[src/rtl/alu_pkg.sv]
// Shared definitions for the iterative ALU.
// Opcodes, FSM state encoding and flag-vector bit positions.
package alu_pkg;

  localparam int OP_ADD = 0;
  localparam int OP_SUB = 1;
  localparam int OP_AND = 2;
  localparam int OP_OR  = 3;
  localparam int OP_XOR = 4;
  localparam int OP_NOT = 5;
  localparam int OP_SHL = 6;
  localparam int OP_SHR = 7;
  localparam int OP_SAR = 8;
  localparam int OP_MUL = 9;

  typedef enum logic [1:0] {
    S_IDLE = 2'd0,
    S_EXEC = 2'd1,
    S_DONE = 2'd2
  } state_t;

  localparam int FLG_C = 0;
  localparam int FLG_Z = 1;
  localparam int FLG_N = 2;
  localparam int FLG_V = 3;
  localparam int FLG_E = 4;
  localparam int FLG_W = 5;

endpackage

[src/rtl/alu_comb.sv]
// Single-cycle combinational core: ADD..NOT with carry and overflow.
// o_legal marks opcodes this core fully handles.
module alu_comb
  import alu_pkg::*;
#(
  parameter int WIDTH  = 16,
  parameter int CODE_W = 4
) (
  input  logic [WIDTH-1:0]  i_a,
  input  logic [WIDTH-1:0]  i_b,
  input  logic [CODE_W-1:0] i_op,
  output logic [WIDTH-1:0]  o_y,
  output logic              o_c,
  output logic              o_v,
  output logic              o_legal
);

  localparam int M = WIDTH - 1;

  logic [WIDTH:0] w_sum;
  logic [WIDTH:0] w_dif;

  assign w_sum = {1'b0, i_a} + {1'b0, i_b};
  // The extra top bit of the difference is the borrow (a < b unsigned).
  assign w_dif = {1'b0, i_a} - {1'b0, i_b};

  // Select the result and arithmetic flags for the simple opcodes.
  always_comb begin
    o_y     = '0;
    o_c     = 1'b0;
    o_v     = 1'b0;
    o_legal = 1'b1;
    unique case (i_op)
      CODE_W'(OP_ADD): begin
        o_y = w_sum[M:0];
        o_c = w_sum[WIDTH];
        o_v = (i_a[M] == i_b[M]) && (w_sum[M] != i_a[M]);
      end
      CODE_W'(OP_SUB): begin
        o_y = w_dif[M:0];
        o_c = w_dif[WIDTH];
        o_v = (i_a[M] != i_b[M]) && (w_dif[M] != i_a[M]);
      end
      CODE_W'(OP_AND): o_y = i_a & i_b;
      CODE_W'(OP_OR):  o_y = i_a | i_b;
      CODE_W'(OP_XOR): o_y = i_a ^ i_b;
      CODE_W'(OP_NOT): o_y = ~i_a;
      default:         o_legal = 1'b0;
    endcase
  end

endmodule

[src/rtl/alu_iter.sv]
// Variable-latency ALU with valid/ready handshake.
// Shifts take one bit per cycle, MUL is WIDTH shift-add steps.
module alu_iter
  import alu_pkg::*;
#(
  parameter int WIDTH  = 16,
  parameter int CODE_W = 4,
  parameter int SH_W   = $clog2(WIDTH)
) (
  input  logic              clk,
  input  logic              rst,
  input  logic              in_valid,
  output logic              in_ready,
  input  logic [WIDTH-1:0]  A,
  input  logic [WIDTH-1:0]  B,
  input  logic [CODE_W-1:0] ALU_Code,
  output logic              out_valid,
  input  logic              out_ready,
  output logic [WIDTH-1:0]  ALU_Out,
  output logic              Carry,
  output logic              isZero,
  output logic              Neg,
  output logic              Ovf,
  output logic              Err
);

  localparam int M = WIDTH - 1;

  state_t r_state;
  state_t w_state_nxt;

  logic [CODE_W-1:0]  r_op;
  logic [WIDTH-1:0]   r_sh;
  logic [2*WIDTH-1:0] r_prod;
  logic [2*WIDTH-1:0] r_mcand;
  logic [WIDTH-1:0]   r_mplier;
  logic [SH_W-1:0]    r_cnt;
  logic [WIDTH-1:0]   r_out;
  logic [FLG_W-1:0]   r_flags;

  logic               w_accept;
  logic [SH_W-1:0]    w_sh_amt;
  logic               w_in_shift;
  logic               w_in_mul;
  logic               w_go_exec;
  logic               w_last;
  logic               w_mul_r;
  logic [WIDTH-1:0]   w_comb_y;
  logic               w_comb_c;
  logic               w_comb_v;
  logic               w_comb_legal;
  logic [WIDTH-1:0]   w_sh_nxt;
  logic               w_sh_bit;
  logic [2*WIDTH-1:0] w_prod_nxt;
  logic               w_load;
  logic [WIDTH-1:0]   w_res;
  logic               w_c;
  logic               w_v;
  logic               w_e;
  logic [FLG_W-1:0]   w_flags;

  alu_comb #(
    .WIDTH  (WIDTH),
    .CODE_W (CODE_W)
  ) u_comb (
    .i_a     (A),
    .i_b     (B),
    .i_op    (ALU_Code),
    .o_y     (w_comb_y),
    .o_c     (w_comb_c),
    .o_v     (w_comb_v),
    .o_legal (w_comb_legal)
  );

  assign in_ready   = (r_state == S_IDLE);
  assign out_valid  = (r_state == S_DONE);
  assign w_accept   = in_valid & in_ready;
  assign w_sh_amt   = B[SH_W-1:0];
  assign w_in_shift = (ALU_Code == CODE_W'(OP_SHL))
                    | (ALU_Code == CODE_W'(OP_SHR))
                    | (ALU_Code == CODE_W'(OP_SAR));
  assign w_in_mul   = (ALU_Code == CODE_W'(OP_MUL));
  assign w_go_exec  = (w_in_shift && (w_sh_amt != '0)) || w_in_mul;
  assign w_last     = (r_cnt == '0);
  assign w_mul_r    = (r_op == CODE_W'(OP_MUL));
  assign w_prod_nxt = r_prod + (r_mplier[0] ? r_mcand : '0);

  // State register.
  always_ff @(posedge clk) begin
    if (rst) r_state <= S_IDLE;
    else     r_state <= w_state_nxt;
  end

  // Next-state logic.
  always_comb begin
    w_state_nxt = r_state;
    unique case (r_state)
      S_IDLE: if (w_accept)
                w_state_nxt = w_go_exec ? S_EXEC : S_DONE;
      S_EXEC: if (w_last) w_state_nxt = S_DONE;
      S_DONE: if (out_ready) w_state_nxt = S_IDLE;
      default: w_state_nxt = S_IDLE;
    endcase
  end

  // One-bit shift step; the bit leaving the word becomes Carry.
  always_comb begin
    w_sh_nxt = r_sh;
    w_sh_bit = 1'b0;
    unique case (r_op)
      CODE_W'(OP_SHL): begin
        w_sh_bit = r_sh[M];
        w_sh_nxt = {r_sh[M-1:0], 1'b0};
      end
      CODE_W'(OP_SHR): begin
        w_sh_bit = r_sh[0];
        w_sh_nxt = {1'b0, r_sh[M:1]};
      end
      CODE_W'(OP_SAR): begin
        w_sh_bit = r_sh[0];
        w_sh_nxt = {r_sh[M], r_sh[M:1]};
      end
      default: ;
    endcase
  end

  // Pick the result to latch into the output registers, if any.
  always_comb begin
    w_load = 1'b0;
    w_res  = '0;
    w_c    = 1'b0;
    w_v    = 1'b0;
    w_e    = 1'b0;
    if (w_accept) begin
      if (w_comb_legal) begin
        w_load = 1'b1;
        w_res  = w_comb_y;
        w_c    = w_comb_c;
        w_v    = w_comb_v;
      end else if (w_in_shift && (w_sh_amt == '0)) begin
        w_load = 1'b1;
        w_res  = A;
      end else if (!w_in_shift && !w_in_mul) begin
        w_load = 1'b1;
        w_e    = 1'b1;
      end
    end else if ((r_state == S_EXEC) && w_last) begin
      w_load = 1'b1;
      if (w_mul_r) begin
        w_res = w_prod_nxt[M:0];
        w_c   = |w_prod_nxt[2*WIDTH-1:WIDTH];
      end else begin
        w_res = w_sh_nxt;
        w_c   = w_sh_bit;
      end
    end
  end

  // Zero/negative flags always follow the value being latched.
  always_comb begin
    w_flags        = '0;
    w_flags[FLG_C] = w_c;
    w_flags[FLG_Z] = (w_res == '0);
    w_flags[FLG_N] = w_res[M];
    w_flags[FLG_V] = w_v;
    w_flags[FLG_E] = w_e;
  end

  // Operand capture, iteration datapath and result registers.
  always_ff @(posedge clk) begin
    if (rst) begin
      r_op     <= '0;
      r_sh     <= '0;
      r_prod   <= '0;
      r_mcand  <= '0;
      r_mplier <= '0;
      r_cnt    <= '0;
      r_out    <= '0;
      r_flags  <= '0;
    end else begin
      if (w_accept) begin
        r_op     <= ALU_Code;
        r_sh     <= A;
        r_prod   <= '0;
        r_mcand  <= {{WIDTH{1'b0}}, A};
        r_mplier <= B;
        r_cnt    <= w_in_mul ? SH_W'(WIDTH - 1)
                             : w_sh_amt - SH_W'(1);
      end else if (r_state == S_EXEC) begin
        r_sh     <= w_sh_nxt;
        r_prod   <= w_prod_nxt;
        r_mcand  <= r_mcand << 1;
        r_mplier <= r_mplier >> 1;
        r_cnt    <= r_cnt - SH_W'(1);
      end
      if (w_load) begin
        r_out   <= w_res;
        r_flags <= w_flags;
      end
    end
  end

  assign ALU_Out = r_out;
  assign Carry   = r_flags[FLG_C];
  assign isZero  = r_flags[FLG_Z];
  assign Neg     = r_flags[FLG_N];
  assign Ovf     = r_flags[FLG_V];
  assign Err     = r_flags[FLG_E];

endmodule

[config.mk]
export PLATFORM = sky130hd
export DESIGN_NAME = alu_iter
export DESIGN_NICKNAME = d
export VERILOG_FILES = /design/src/rtl/alu_pkg.sv /design/src/rtl/alu_comb.sv /design/src/rtl/alu_iter.sv
export SDC_FILE = /design/constraint.sdc
export NUM_CORES = 1
export LEC_CHECK = 0
export BUFFER_PORTS_ARGS = -buffer_cell sky130_fd_sc_hd__buf_2
export CELL_PAD_IN_SITES_DETAIL_PLACEMENT = 0
export CELL_PAD_IN_SITES_GLOBAL_PLACEMENT = 2
export CORE_MARGIN = 10
export CORE_UTILIZATION = 40
export CTS_BUF_LIST = sky130_fd_sc_hd__clkbuf_2
export DETAILED_ROUTE_END_ITERATION = 6
export PLACE_DENSITY = 0.86
export SYNTH_ARGS = -nofsm -noshare
export SYNTH_HDL_FRONTEND = slang
export SYNTH_SLANG_ARGS = --single-unit
export TNS_END_PERCENT = 10
[constraint.sdc]
create_clock -name clk -period 9.95 [get_ports clk]
set_input_delay 1.99 -clock clk [delete_from_list [all_inputs] [get_ports clk]]
set_output_delay 1.99 -clock clk [all_outputs]
set_load 0.1 [all_outputs]
---- After elaboration in Yosys (flattened, before gate mapping) ----
Cells that the tools add are included.
storage, ports and cells
  output and inout port bits .............. 23
  ROM bits ................................ 0
  register bits ........................... 127
  memories ................................ 0
  RAM bits ................................ 0
  latch bits .............................. 0
  input port bits ......................... 40
  word-level logic and storage cells ...... 105
operators by class
  reduce and logical (&&, ||, !) cells .... 21
  equality and inequality tests ........... 22
  muxes and demuxes ....................... 40
  divide/modulo/power cells ............... 0
  multipliers ............................. 0
  order comparisons ....................... 0
  shift-type cells ........................ 0
  bitwise logic cells ..................... 7
  $add $sub $neg .......................... 5
operators by type and width
  kind                                              count
  2-to-1 mux 16 bit                                 11
  case mux 16 bit (6 select lines)                  1
  case mux 16 bit (3 select lines)                  1
  adder 32 bit                                      1
  2-to-1 mux 32 bit                                 1
  == test 4 x 3 -> 1 bit, second input constant     6
  adder 16 x 16 -> 17 bit                           1
  subtractor 16 x 16 -> 17 bit                      1
  bitwise AND 16 bit                                1
  == test 4 bit, second input constant              4
  zero test 16 bit                                  1
  NOT 16 bit                                        1
  OR 16 bit                                         1
  OR reduction 16 bit                               1
  XOR 16 bit                                        1
  2-to-1 mux 1 bit                                  15
  zero test 4 bit                                   3
  2-to-1 mux 4 bit                                  3
  == test 4 x 2 -> 1 bit, second input constant     2
  2-to-1 mux 2 bit                                  4
  subtractor 4 x 1 -> 4 bit, second input constant  2
  logical AND 1 bit                                 6
  case mux 1 bit (2 select lines)                   3
  case mux 2 bit (3 select lines)                   1
  other kinds (17)                                  23

---- Longest topological paths before layout ----
  word-level depth ........................ 9
  mapped depth ............................ 13

---- Modules after synthesis ----
From an unflattened synthesis, not the netlist that was laid out.
unflattened totals
  cells, all modules ...................... 1396
  area total of the unflattened synthesis .. 10251.1 um2
by module, submodules not included
  module    instances  cells an instance  area each (um2)  seq. area each (um2)
  alu_iter  1          1019               7717.4           2522.4
  alu_comb  1          377                2533.7           0.0

---- Worst setup path before layout ----
Ideal clock, no wire load.
  kind .................................... input -> register
  start point ............................. in A[0]
  end point ............................... reg r_flags[1]
  path slack .............................. 5.448 ns
  arrival time ............................ 4.433 ns
  stages on the path ...................... 11
  setup time .............................. 0.069 ns
  path through ............................ ha_1 > inv_1 > fa_1 > nor2b_1 > o2111ai_1 > and4_1 > o41ai_1 > o22ai_1 > a221oi_1 > or4b_1 > o21ai_1
on the way
  longest elaborated chain between the ends .. 5
  elaborated cells on any way between the ends .. 11
  classes of those cells .................. 2 x add/sub; 4 x mux; 4 x bitwise; 1 x reduce/logical
RTL lines
  element                                                     line             RTL
  from (decl)                                                 alu_iter.sv:14   input logic [WIDTH-1:0] A,
  subtractor 16 x 16 -> 17 bit, or another cell as far along  alu_comb.sv:25   assign w_dif = {1'b0, i_a} - {1'b0, i_b};
  case mux 16 bit (6 select lines)                            alu_comb.sv:33   unique case (i_op)
  2-to-1 mux 16 bit (*)                                       alu_iter.sv:135  if (w_comb_legal) begin
  2-to-1 mux 16 bit (*)                                       alu_iter.sv:134  if (w_accept) begin
  zero test 16 bit (*)                                        alu_iter.sv:163  w_flags[FLG_Z] = (w_res == '0);
  to (signal assigned)                                        alu_iter.sv:198  r_flags <= w_flags;
  to (decl)                                                   alu_iter.sv:39   logic [FLG_W-1:0] r_flags;
Mark *: on every way between the ends. The rest lies on a longest branch, timed or not.
A chain may end at the register's enable or synchronous reset.

---- Worst setup path after layout ----
  start point ............................. in ALU_Code[3]
  end point ............................... reg r_flags[0]
on the way
  longest elaborated chain between the ends .. 9
  elaborated cells on any way between the ends .. 25
  classes of those cells .................. 9 x eq/ne; 8 x mux; 2 x bitwise; 6 x reduce/logical
RTL lines
  element                                           line                            RTL
  from (decl)                                       alu_iter.sv:16                  input logic [CODE_W-1:0] ALU_Code,
  == test 4 x 3 -> 1 bit, on equally long branches  alu_iter.sv:79, alu_iter.sv:80
  OR 1 bit                                          alu_iter.sv:80                  | (ALU_Code == CODE_W'(OP_SHR))
  OR 1 bit                                          alu_iter.sv:81                  | (ALU_Code == CODE_W'(OP_SAR));
  zero test 1 bit                                   alu_iter.sv:143                 end else if (!w_in_shift && !w_in_mul) begin
  logical AND 1 bit                                 alu_iter.sv:143
  2-to-1 mux 1 bit                                  alu_iter.sv:143
  2-to-1 mux 1 bit                                  alu_iter.sv:140                 end else if (w_in_shift && (w_sh_amt == '0)) begin
  2-to-1 mux 1 bit                                  alu_iter.sv:135
  2-to-1 mux 1 bit                                  alu_iter.sv:134
Several ways; a longest one is shown, not always the timed one.

==> results.md <==
* Status: finished with violations
* Failing checks: DRC
* # port buffers at between 60 and 70
* DRC Markers at 2
* Largest cells by area after synthesis: dfxtp_1, ha_1, a21oi_1
* Vias in the first global route at 10698
* Routed vias at 11163
* Via density at 6.02
* Distinct cells, synth at slightly above 90
* H-tree depth at 4
* Top cell type's share of synthesized area at 23.2%
* TritonCTS clock tree: done
* Worst VDD drop at 0.0000739 V
* R2R depth at 13
* Register area share after synthesis at 23.2%
* Arrival time worst endpoint at 5.44 ns
* Crit path time final at around 4.8 ns
* Ys Warns at 0
* DIE HEIGHT at roughly 180 um
* Hold Vio Cnt, Final at 0
* Synthesized Nets at about 1600
* Max frequency at 208 MHz
* CTS Buffer Depth at 2
* Largest net degree at the start of global routing at 65
* Sinks on Clock Net at 126
* PostCTS Resize Cnt at 0
* Site Rows at 60
* CTS root buf: clkbuf_2
* Clock skew at 0.0492 ns
* Layout cell share with drive strength beyond 1 at 9.07%
* Setup crit end kind: register
* Die X at 185 um
* Drt total wl at between 30 and 40 mm
* Final Max Tran Viols at 0
* Total I/O pin count at 63
* Grt total ovfl at 0
* Top-count cell post-synth: nand2_1
* Routed length per instance at slightly above 20 um
* Type of element launching the critical path: input port
* Area post-placement at 11300 um^2
* Mapped Cells at 1508
* Layout Cell Area excl Fill at 11600 um^2
* Cell Pwr Density at 114 nW/um^2
* Routed Antenna Nets at 0
* Endpoints failing setup at 0
* RePlAce Congestion at 0.902
* Register-to-register setup slack at 5.61 ns
* Syn avg cell area at 7.21 um^2
* Reg area at 2520 um^2
* Starting Density at around 40%
* Mapped cell area at 10900 um^2
* Max_cap viols at 0
* Hold depth at 2
* Area of the core at 26900 um^2
* Post-detail-place hpwl at 27.9 mm
* Fin Setup TNS at 0 ns
* Setup Fix Bufs, Post-CTS at 0
* Nets at 1626
* Clock power share at between 30% and 40%
* Switching share of power at 38.6%
* Top cell types by occurrence after synthesis: nand2_1, nor2_1, a21oi_1
* First drt pass iteration count at 7
* Seq cells post-synth at 126
* P_leak at 4.54 nW
* Number of synthesized flops with an enable pin at 0
* Unrepaired setup endpoints after global routing: false
* Synth async-reset ratio at 0%
* Int Pwr at 0.815 mW
* Die area at about 34000 um^2
* Num CTS Buffers at 17
* Seq pwr share at 41.9%
* Worst Path Max Fanout at 24
* Area of the multi-input gates at 7630 um^2
* Worst-Margin Slew at between 1 and 1.5 ns
* FILL cells at between 2000 and 3000
* Combinational power share at between 20 and 30%
* Period Utilization, post-route at 48.3%
* Initial DRC count at roughly 1200
* Layout area overhead at 6.75%
* Ys flop type: dfxtp_1
* CTS Hold Buffers Added at 0
* Dominant cell type by area after synthesis: dfxtp_1
* First-pass GRT wire length at 59.3 mm
* Initial antenna violation count at 1
* Switching power total at 0.512 mW
* WP data required at between 10 and 15 ns
* Worst hold path class: register to register
* Reg clk slew, reported paths at approximately 0.25 ns
* Max-slew headroom at 16.9%
* Kind of critical path: input port to register
* Worst skew pair latency at 0.73 ns
* Tot GR Track Use at 21.6%
-- power by group through the flow --
stage          combinational (mW)  clock, mW  sequential, mW
2_1_floorplan               0.234          0           0.588
3_3_place_gp                0.360          0           0.565
3_5_place_dp                0.360          0           0.565
4_1_cts                     0.361      0.417           0.555
5_1_grt                     0.398      0.438           0.560
6_report                    0.365      0.406           0.556
-- metrics by stage --
step / instances / utilization (%) / total power, mW / setup WS, ns / hold slack [ns]
finish: 1853 / 43.2 / 1.33 / 5.14 / 0.474
global route: 1853 / 43.2 / 1.40 / 5.12 / 0.493
CTS: 1852 / 43.2 / 1.33 / 5.27 / 0.454
detailed placement: 1820 / 42.1 / 0.925 / 4.46 / 0.452
global placement: 1820 / 42.1 / 0.925 / 4.50 / 0.444
floorplan: 1508 / - / 0.821 / 5.45 / 0.436
-- logic make-up (layout without fill, tap and decap cells) --
kind of cell               count (synthesis)  in the layout  share of synthesized area, %
DFF                                      126            126                          23.2
other                                      0              1                             0
buffers and inverters                    189            192                          6.97
adders and majority gates                 88             88                          10.3
AOI/OAI and AO/OA                        468            468                          29.5
muxes                                      9              9                         0.841
xor gates and xnor gates                  28             28                          2.26
and+or+nand+nor                          600            600                          26.9
-- layout by cell type, fill, tap and decap left out, types with 15 or more instances in the layout --
cell type and instances:
nand2b_1 16, or3_1 16, a31oi_1 18, a222oi_1 15, o211ai_1 17, a211oi_1 32
clkbuf_2 18, o22ai_1 22, nand3_1 32, nand2_1 176, a221oi_1 29, inv_1 83
nor2b_1 17, buf_2 62, a21oi_1 165, ha_1 85, xnor2_1 15, nor3_1 43
nor2_1 174, dfxtp_1 126, o21ai_0 47, and2_1 41
-- worst max-delay path, stage by stage --
cell and delay (ns):
buf_2 0.40, or4b_4 0.54, a2111oi_4 0.57, a21oi_1 0.13, o21a_1 0.27, buf_4 0.24, a21oi_1 0.19, o211ai_1 0.34
nor4_1 0.34, and4_1 0.33, nor3_2 0.10
-- metal layers --
| metal | GRT usage (%) | up-vias | routed length (um) |
|---|---|---|---|
| li1 | - | 5469 | - |
| met1 | 27.7 | 5323 | 17000 |
| met2 | 36.4 | 330 | 18000 |
| met3 | 2.86 | 41 | 1600 |
| met4 | 7.05 | 0 | 995 |
| met5 | 0 | - | 0 |
-- final cells by class --
| cell class | count | area share [%] |
|---|---|---|
| Multi-Input combinational cell | 1193 | 65.7 |
| Sequential cell | 126 | 21.7 |
| Tap cell | 341 | 3.68 |
| Timing Repair Buffer | 75 | 3.52 |
| Inverter | 85 | 2.75 |
| Clock inverter | 14 | 1.77 |
| Clock buffer | 18 | 0.777 |
| Antenna cell | 1 | 0.0216 |
-- registers in the layout, indices dropped and copies added, names as in the netlist --
| name | count |
|---|---|
| r_mcand | 32 |
| r_prod | 32 |
| r_mplier | 16 |
| r_sh | 16 |
| ALU_Out | 15 |
| r_flags | 5 |
| r_cnt | 4 |
| r_op | 4 |
| r_state | 2 |
-- final timing paths --
path                                                end                startpoint
worst max-delay path            r_flags[0]$_SDFFE_PP0P_               ALU_Code[3]
worst min-delay path            ALU_Out[7]$_SDFFE_PP0P_   ALU_Out[7]$_SDFFE_PP0P_
worst max register to register  r_flags[0]$_SDFFE_PP0P_  r_mplier[0]$_SDFFE_PP0P_
worst min register to register  ALU_Out[7]$_SDFFE_PP0P_   ALU_Out[7]$_SDFFE_PP0P_
(Power assumes the default switching activity.)
